`config.mk`:
```
export PLATFORM = sky130hd
export DESIGN_NAME = spi_slave_if
export DESIGN_NICKNAME = d
export VERILOG_FILES = /design/src/rtl/spi_pkg.sv /design/src/rtl/spi_sync_edge.sv /design/src/rtl/spi_slave_if.sv
export SDC_FILE = /design/constraint.sdc
export NUM_CORES = 1
export LEC_CHECK = 0
export ABC_CLOCK_PERIOD_IN_PS = 2000
export CORE_ASPECT_RATIO = 1.75
export CORE_UTILIZATION = 55
export DETAILED_ROUTE_END_ITERATION = 16
export GPL_TIMING_DRIVEN = 1
export PLACE_DENSITY = 0.84
export SYNTH_ARGS = -nofsm -noshare
export SYNTH_HDL_FRONTEND = slang
export SYNTH_HIERARCHICAL = 1
export SYNTH_SLANG_ARGS = --single-unit
```
`constraint.sdc`:
```
create_clock -name clk -period 2 [get_ports clk]
set_input_delay 0.4 -clock clk [delete_from_list [all_inputs] [get_ports clk]]
set_output_delay 0.4 -clock clk [all_outputs]
set_load 0.005 [all_outputs]
```
`src/rtl/spi_pkg.sv`:
```
// Shared SPI definitions: frame width default, slave FSM states, bus idle levels
// and the chip-select codes the master drives.
package spi_pkg;

  localparam int unsigned SPI_DATA_WIDTH = 8;

  typedef enum logic {IDLE, SHIFT} spi_state_e;

  localparam logic SCLK_IDLE = 1'b0;
  localparam logic CS_IDLE   = 1'b1;
  localparam logic MOSI_IDLE = 1'b0;

  localparam logic [2:0] CS_SEL0 = 3'b011;
  localparam logic [2:0] CS_SEL1 = 3'b101;
  localparam logic [2:0] CS_SEL2 = 3'b110;
  localparam logic [2:0] CS_NONE = 3'b111;

endpackage

```
`src/rtl/spi_sync_edge.sv`:
```
// Multi-stage input synchroniser with registered single-cycle rise/fall detects.
module spi_sync_edge #(
  parameter int unsigned STAGES    = 2,
  parameter logic        RESET_VAL = 1'b0
) (
  input  logic clk,
  input  logic reset,
  input  logic din,
  output logic sync,
  output logic rise,
  output logic fall
);

  logic [STAGES-1:0] stg;
  logic              prev;

  always_ff @(posedge clk) begin
    if (reset) begin
      stg  <= {STAGES{RESET_VAL}};
      prev <= RESET_VAL;
      rise <= 1'b0;
      fall <= 1'b0;
    end else begin
      stg  <= {stg[STAGES-2:0], din};
      prev <= stg[STAGES-1];
      rise <= stg[STAGES-1] & ~prev;
      fall <= ~stg[STAGES-1] & prev;
    end
  end

  assign sync = stg[STAGES-1];

endmodule

```
`src/rtl/spi_slave_if.sv`:
```
// SPI mode-0, LSB-first slave endpoint: oversampled bus, parallel RX byte with
// valid strobe, single-entry TX buffer serialised onto MISO.
module spi_slave_if import spi_pkg::*; #(
  parameter int unsigned           DATA_WIDTH  = SPI_DATA_WIDTH,
  parameter int unsigned           SYNC_STAGES = 2,
  parameter logic [DATA_WIDTH-1:0] IDLE_BYTE   = '0
) (
  input  logic                  clk,
  input  logic                  reset,
  input  logic                  SCLK,
  input  logic                  CS,
  input  logic                  MOSI,
  output logic                  MISO,
  input  logic [DATA_WIDTH-1:0] slaveDataToSend,
  input  logic                  txLoad,
  output logic                  txReady,
  output logic [DATA_WIDTH-1:0] slaveDataReceived,
  output logic                  rxValid,
  output logic                  frameAbort
);

  localparam int unsigned CNT_W = $clog2(DATA_WIDTH + 1);
  localparam logic [CNT_W-1:0] CNT_FULL = CNT_W'(DATA_WIDTH);
  localparam logic [CNT_W-1:0] CNT_LAST = CNT_W'(DATA_WIDTH - 1);

  logic sclk_rise, sclk_fall, sclk_level_unused;
  logic cs_s, cs_rise, cs_fall;
  logic mosi_s, mosi_rise_unused, mosi_fall_unused;

  spi_sync_edge #(.STAGES(SYNC_STAGES), .RESET_VAL(SCLK_IDLE)) u_sclk_sync (
    .clk(clk), .reset(reset), .din(SCLK),
    .sync(sclk_level_unused), .rise(sclk_rise), .fall(sclk_fall)
  );

  spi_sync_edge #(.STAGES(SYNC_STAGES), .RESET_VAL(CS_IDLE)) u_cs_sync (
    .clk(clk), .reset(reset), .din(CS),
    .sync(cs_s), .rise(cs_rise), .fall(cs_fall)
  );

  spi_sync_edge #(.STAGES(SYNC_STAGES), .RESET_VAL(MOSI_IDLE)) u_mosi_sync (
    .clk(clk), .reset(reset), .din(MOSI),
    .sync(mosi_s), .rise(mosi_rise_unused), .fall(mosi_fall_unused)
  );

  spi_state_e            state, state_d;
  logic [DATA_WIDTH-1:0] tx_buf, tx_buf_d, tx_shift, tx_shift_d, rx_shift, rx_shift_d;
  logic [DATA_WIDTH-1:0] rx_data_d;
  logic [CNT_W-1:0]      bit_count, bit_count_d;
  logic                  tx_full, tx_full_d, miso_d, rx_valid_d, abort_d;
  logic                  consume, accept;

  // Next-state, shift datapath and TX buffer bookkeeping
  always_comb begin
    state_d     = state;
    tx_shift_d  = tx_shift;
    rx_shift_d  = rx_shift;
    bit_count_d = bit_count;
    miso_d      = MISO;
    rx_data_d   = slaveDataReceived;
    rx_valid_d  = 1'b0;
    abort_d     = 1'b0;
    consume     = 1'b0;

    case (state)
      IDLE: begin
        miso_d      = 1'b0;
        bit_count_d = '0;
        if (cs_fall) begin
          consume    = tx_full;
          tx_shift_d = tx_full ? tx_buf : IDLE_BYTE;
          miso_d     = tx_shift_d[0];
          state_d    = SHIFT;
        end
      end
      SHIFT: begin
        if (bit_count == CNT_FULL) begin
          // Completion wins over a CS rise seen alongside the final SCLK rise
          rx_data_d   = rx_shift;
          rx_valid_d  = 1'b1;
          bit_count_d = '0;
          consume     = tx_full;
          tx_shift_d  = tx_full ? tx_buf : IDLE_BYTE;
          if (cs_s) begin
            miso_d  = 1'b0;
            state_d = IDLE;
          end
        end else if (cs_rise && !(sclk_rise && bit_count == CNT_LAST)) begin
          abort_d     = (bit_count != '0);
          bit_count_d = '0;
          miso_d      = 1'b0;
          state_d     = IDLE;
        end else if (sclk_rise) begin
          rx_shift_d  = {mosi_s, rx_shift[DATA_WIDTH-1:1]};
          bit_count_d = bit_count + CNT_W'(1);
        end else if (sclk_fall) begin
          if (bit_count != '0) begin
            tx_shift_d = tx_shift >> 1;
            miso_d     = tx_shift[1];
          end else begin
            miso_d = tx_shift[0];
          end
        end
      end
      default: state_d = IDLE;
    endcase

    accept    = txLoad && (!tx_full || consume);
    tx_full_d = accept | (tx_full & ~consume);
    tx_buf_d  = accept ? slaveDataToSend : tx_buf;
  end

  always_ff @(posedge clk) begin
    if (reset) begin
      state             <= IDLE;
      tx_buf            <= '0;
      tx_full           <= 1'b0;
      tx_shift          <= '0;
      rx_shift          <= '0;
      bit_count         <= '0;
      MISO              <= 1'b0;
      slaveDataReceived <= '0;
      rxValid           <= 1'b0;
      frameAbort        <= 1'b0;
      txReady           <= 1'b1;
    end else begin
      state             <= state_d;
      tx_buf            <= tx_buf_d;
      tx_full           <= tx_full_d;
      tx_shift          <= tx_shift_d;
      rx_shift          <= rx_shift_d;
      bit_count         <= bit_count_d;
      MISO              <= miso_d;
      slaveDataReceived <= rx_data_d;
      rxValid           <= rx_valid_d;
      frameAbort        <= abort_d;
      txReady           <= ~tx_full_d;
    end
  end

endmodule

```
==> summary.txt <==
total nets after synthesis = 232
routed wire length on met3 = 83 microns
Post-Place Worst Slack = 0.167 ns
DIE AREA = 4290 sq um
post-CTS setup buffer count = 0
# placed instances = 283
clock root buffer = clkbuf_8
highest metal used = met4
CTS Buf Count = 5
setup TNS = 0 ns
RSZ-0062 raised after global routing = false
startpoint types = flip-flop
clk buf depth = 2
f_max = 0.549 GHz
critical path endpoint category = flip-flop
met2 WL = 2.29 mm
Layout Cells excl Fill = 290
row cnt = 30
DRT antenna net count = 0
clock-pin slew of the registers on the worst-case setup and hold paths = 0.09 ns
M1 wire length = 1.69 mm
gate count of the mapped netlist = 216
Critical path buffers and inverters = 1
critical path required time = 2.22 ns
worst hold slack = 0.406 ns
Initial Util = 0.572
# DRC = 0
Die Y = 85.9 microns
slowest CP cell = dfxtp_1
port bufs = 25
maxcap violations = 0
first-pass GRT wire length = 7.01 mm
grt total ovfl = 0
final worst path period share = 0.910
Final Hold Viols = 0
Final #Nets = 258
Die Span X = 49.9 microns
filler instances = 322
synthesis-to-finish area growth = 16.6%
RePlAce Congestion = 0.773
Post-CTS Resized = 0
core area = 3870 sq um
VDD IR max = 0.680 mV
Power Density = 708 nW/um^2
# H-tree levels = 2
slew margin rel. = 0.624
routed vias = 1,567
Initial DRT Pass Iterations = 4
ordered list of cells on the worst path = inv_1, ha_1, and4b_4, a211oi_4, a31oi_1, a221oi_2
outcome = finished, final reports clean
Syn. warnings = 6
Avg Vias per Cell = 5.40
cts hold-fix bufs = 0
layout cell share with drive strength beyond 1 = 0.140
WS Path Type = reg -> reg
clock latency on the worst-skew pair = 0.30 ns
DP Wirelength = 2.95 mm
Final Skew = 0.00843 ns
Synth Area per Inst = 10.2 sq um
critical path data arrival time = 2.04 ns
Slowest Stage Delay on Critical Path = 0.40 ns
TritonCTS clock tree = built
CTS sink cnt = 54
DR WL/cell = 14.3 microns
Worst-Margin Slew = 0.564 ns
Tot GR Track Use = 0.215
vias in the first global route = 1,579
Worst Path Max Fanout = 11
Final min period = 1.82 ns
Starting DRT DRC Count = 41
routed wire length = 4.14 mm
critical path's top delay family = compound AO/OA/AOI/OAI gates
antenna violations before repair = 0
Setup WS post-layout = 0.179 ns
io pins = 26
pin count of the biggest net entering global routing = 30
Slew Limit Fails = 0
Hold Path Class = reg -> reg
Leakage = 0.973 nW
Inserted Diodes = 0
synthesized area = 2210 sq um
endpoints failing setup = 0
area by class of cell:
type                    instances  area (sq um)  share of cell area
multi-input cells             137          1020               0.394
inverters                      13          48.8              0.0189
clock inverters                 2          13.8             0.00533
repair buffers                 31           290               0.113
well taps                      48          60.1              0.0233
clock buffers                   5          68.8              0.0267
flip-flops and latches         54          1080               0.419
cells in the final DEF (no fill, tap or decap), drive strengths merged, types with 4 or more instances in the layout:
cell type,count
buf,7
or2,4
o21ai,7
inv,14
dfxtp,54
a31oi,10
nand2,19
a221oi,7
clkdlybuf4s50,24
nor2,23
nor3b,5
a21oi,9
mux2i,18
clkbuf,5
nor2b,7
nor3,6
state kept, by name (all words and copies together), names as in the netlist, 2 cells and up:
signal,cells
u_sclk_sync/stg,2
tx_shift,8
bit_count,4
tx_buf,8
u_mosi_sync/stg,2
u_cs_sync/stg,2
slaveDataReceived,8
rx_shift,8
worst paths after layout:
| path | start | to | slack [ns] | cells after the start |
|---|---|---|---|---|
| worst max-delay path | bit_count[0]$_SDFFE_PP0P_ | tx_shift[0]$_SDFFE_PP0P_ | 0.18 | 6 |
| worst min-delay path | u_cs_sync/stg[0]$_SDFF_PP1_ | u_cs_sync/stg[1]$_SDFF_PP1_ | 0.41 | 1 |
| worst max register to register | bit_count[0]$_SDFFE_PP0P_ | tx_shift[0]$_SDFFE_PP0P_ | 0.18 | 6 |
| worst min register to register | u_cs_sync/stg[0]$_SDFF_PP1_ | u_cs_sync/stg[1]$_SDFF_PP1_ | 0.41 | 1 |
stage by stage:
stage	util	power [mW]	cell area, sq um
finish	0.667	1.83	2580
global route	0.667	1.91	2580
CTS	0.667	1.85	2580
detailed placement	0.645	1.27	2490
global placement	0.645	1.27	2490
floorplan	-	1.22	2210
report_power, final:
part	switching [mW]	internal, mW	total, mW	leakage, nW
registers	0.0206	1.10	1.12	0.439
logic	0.0616	0.0633	0.125	0.489
clock network	0.336	0.242	0.578	0.0444
layer usage:
metal	global-route usage	up-vias
li1	-	792
met1	0.230	750
met2	0.400	19
met3	0.0426	6
met4	0.0857	0
met5	0	-
worst reg2reg max path: stages (launching register included):
cell,delay (ns)
dfxtp_1,0.40
inv_1,0.07
ha_1,0.23
and4b_4,0.27
a211oi_4,0.41
a31oi_1,0.10
a221oi_2,0.28
Power figures use the tool's default switching activity.
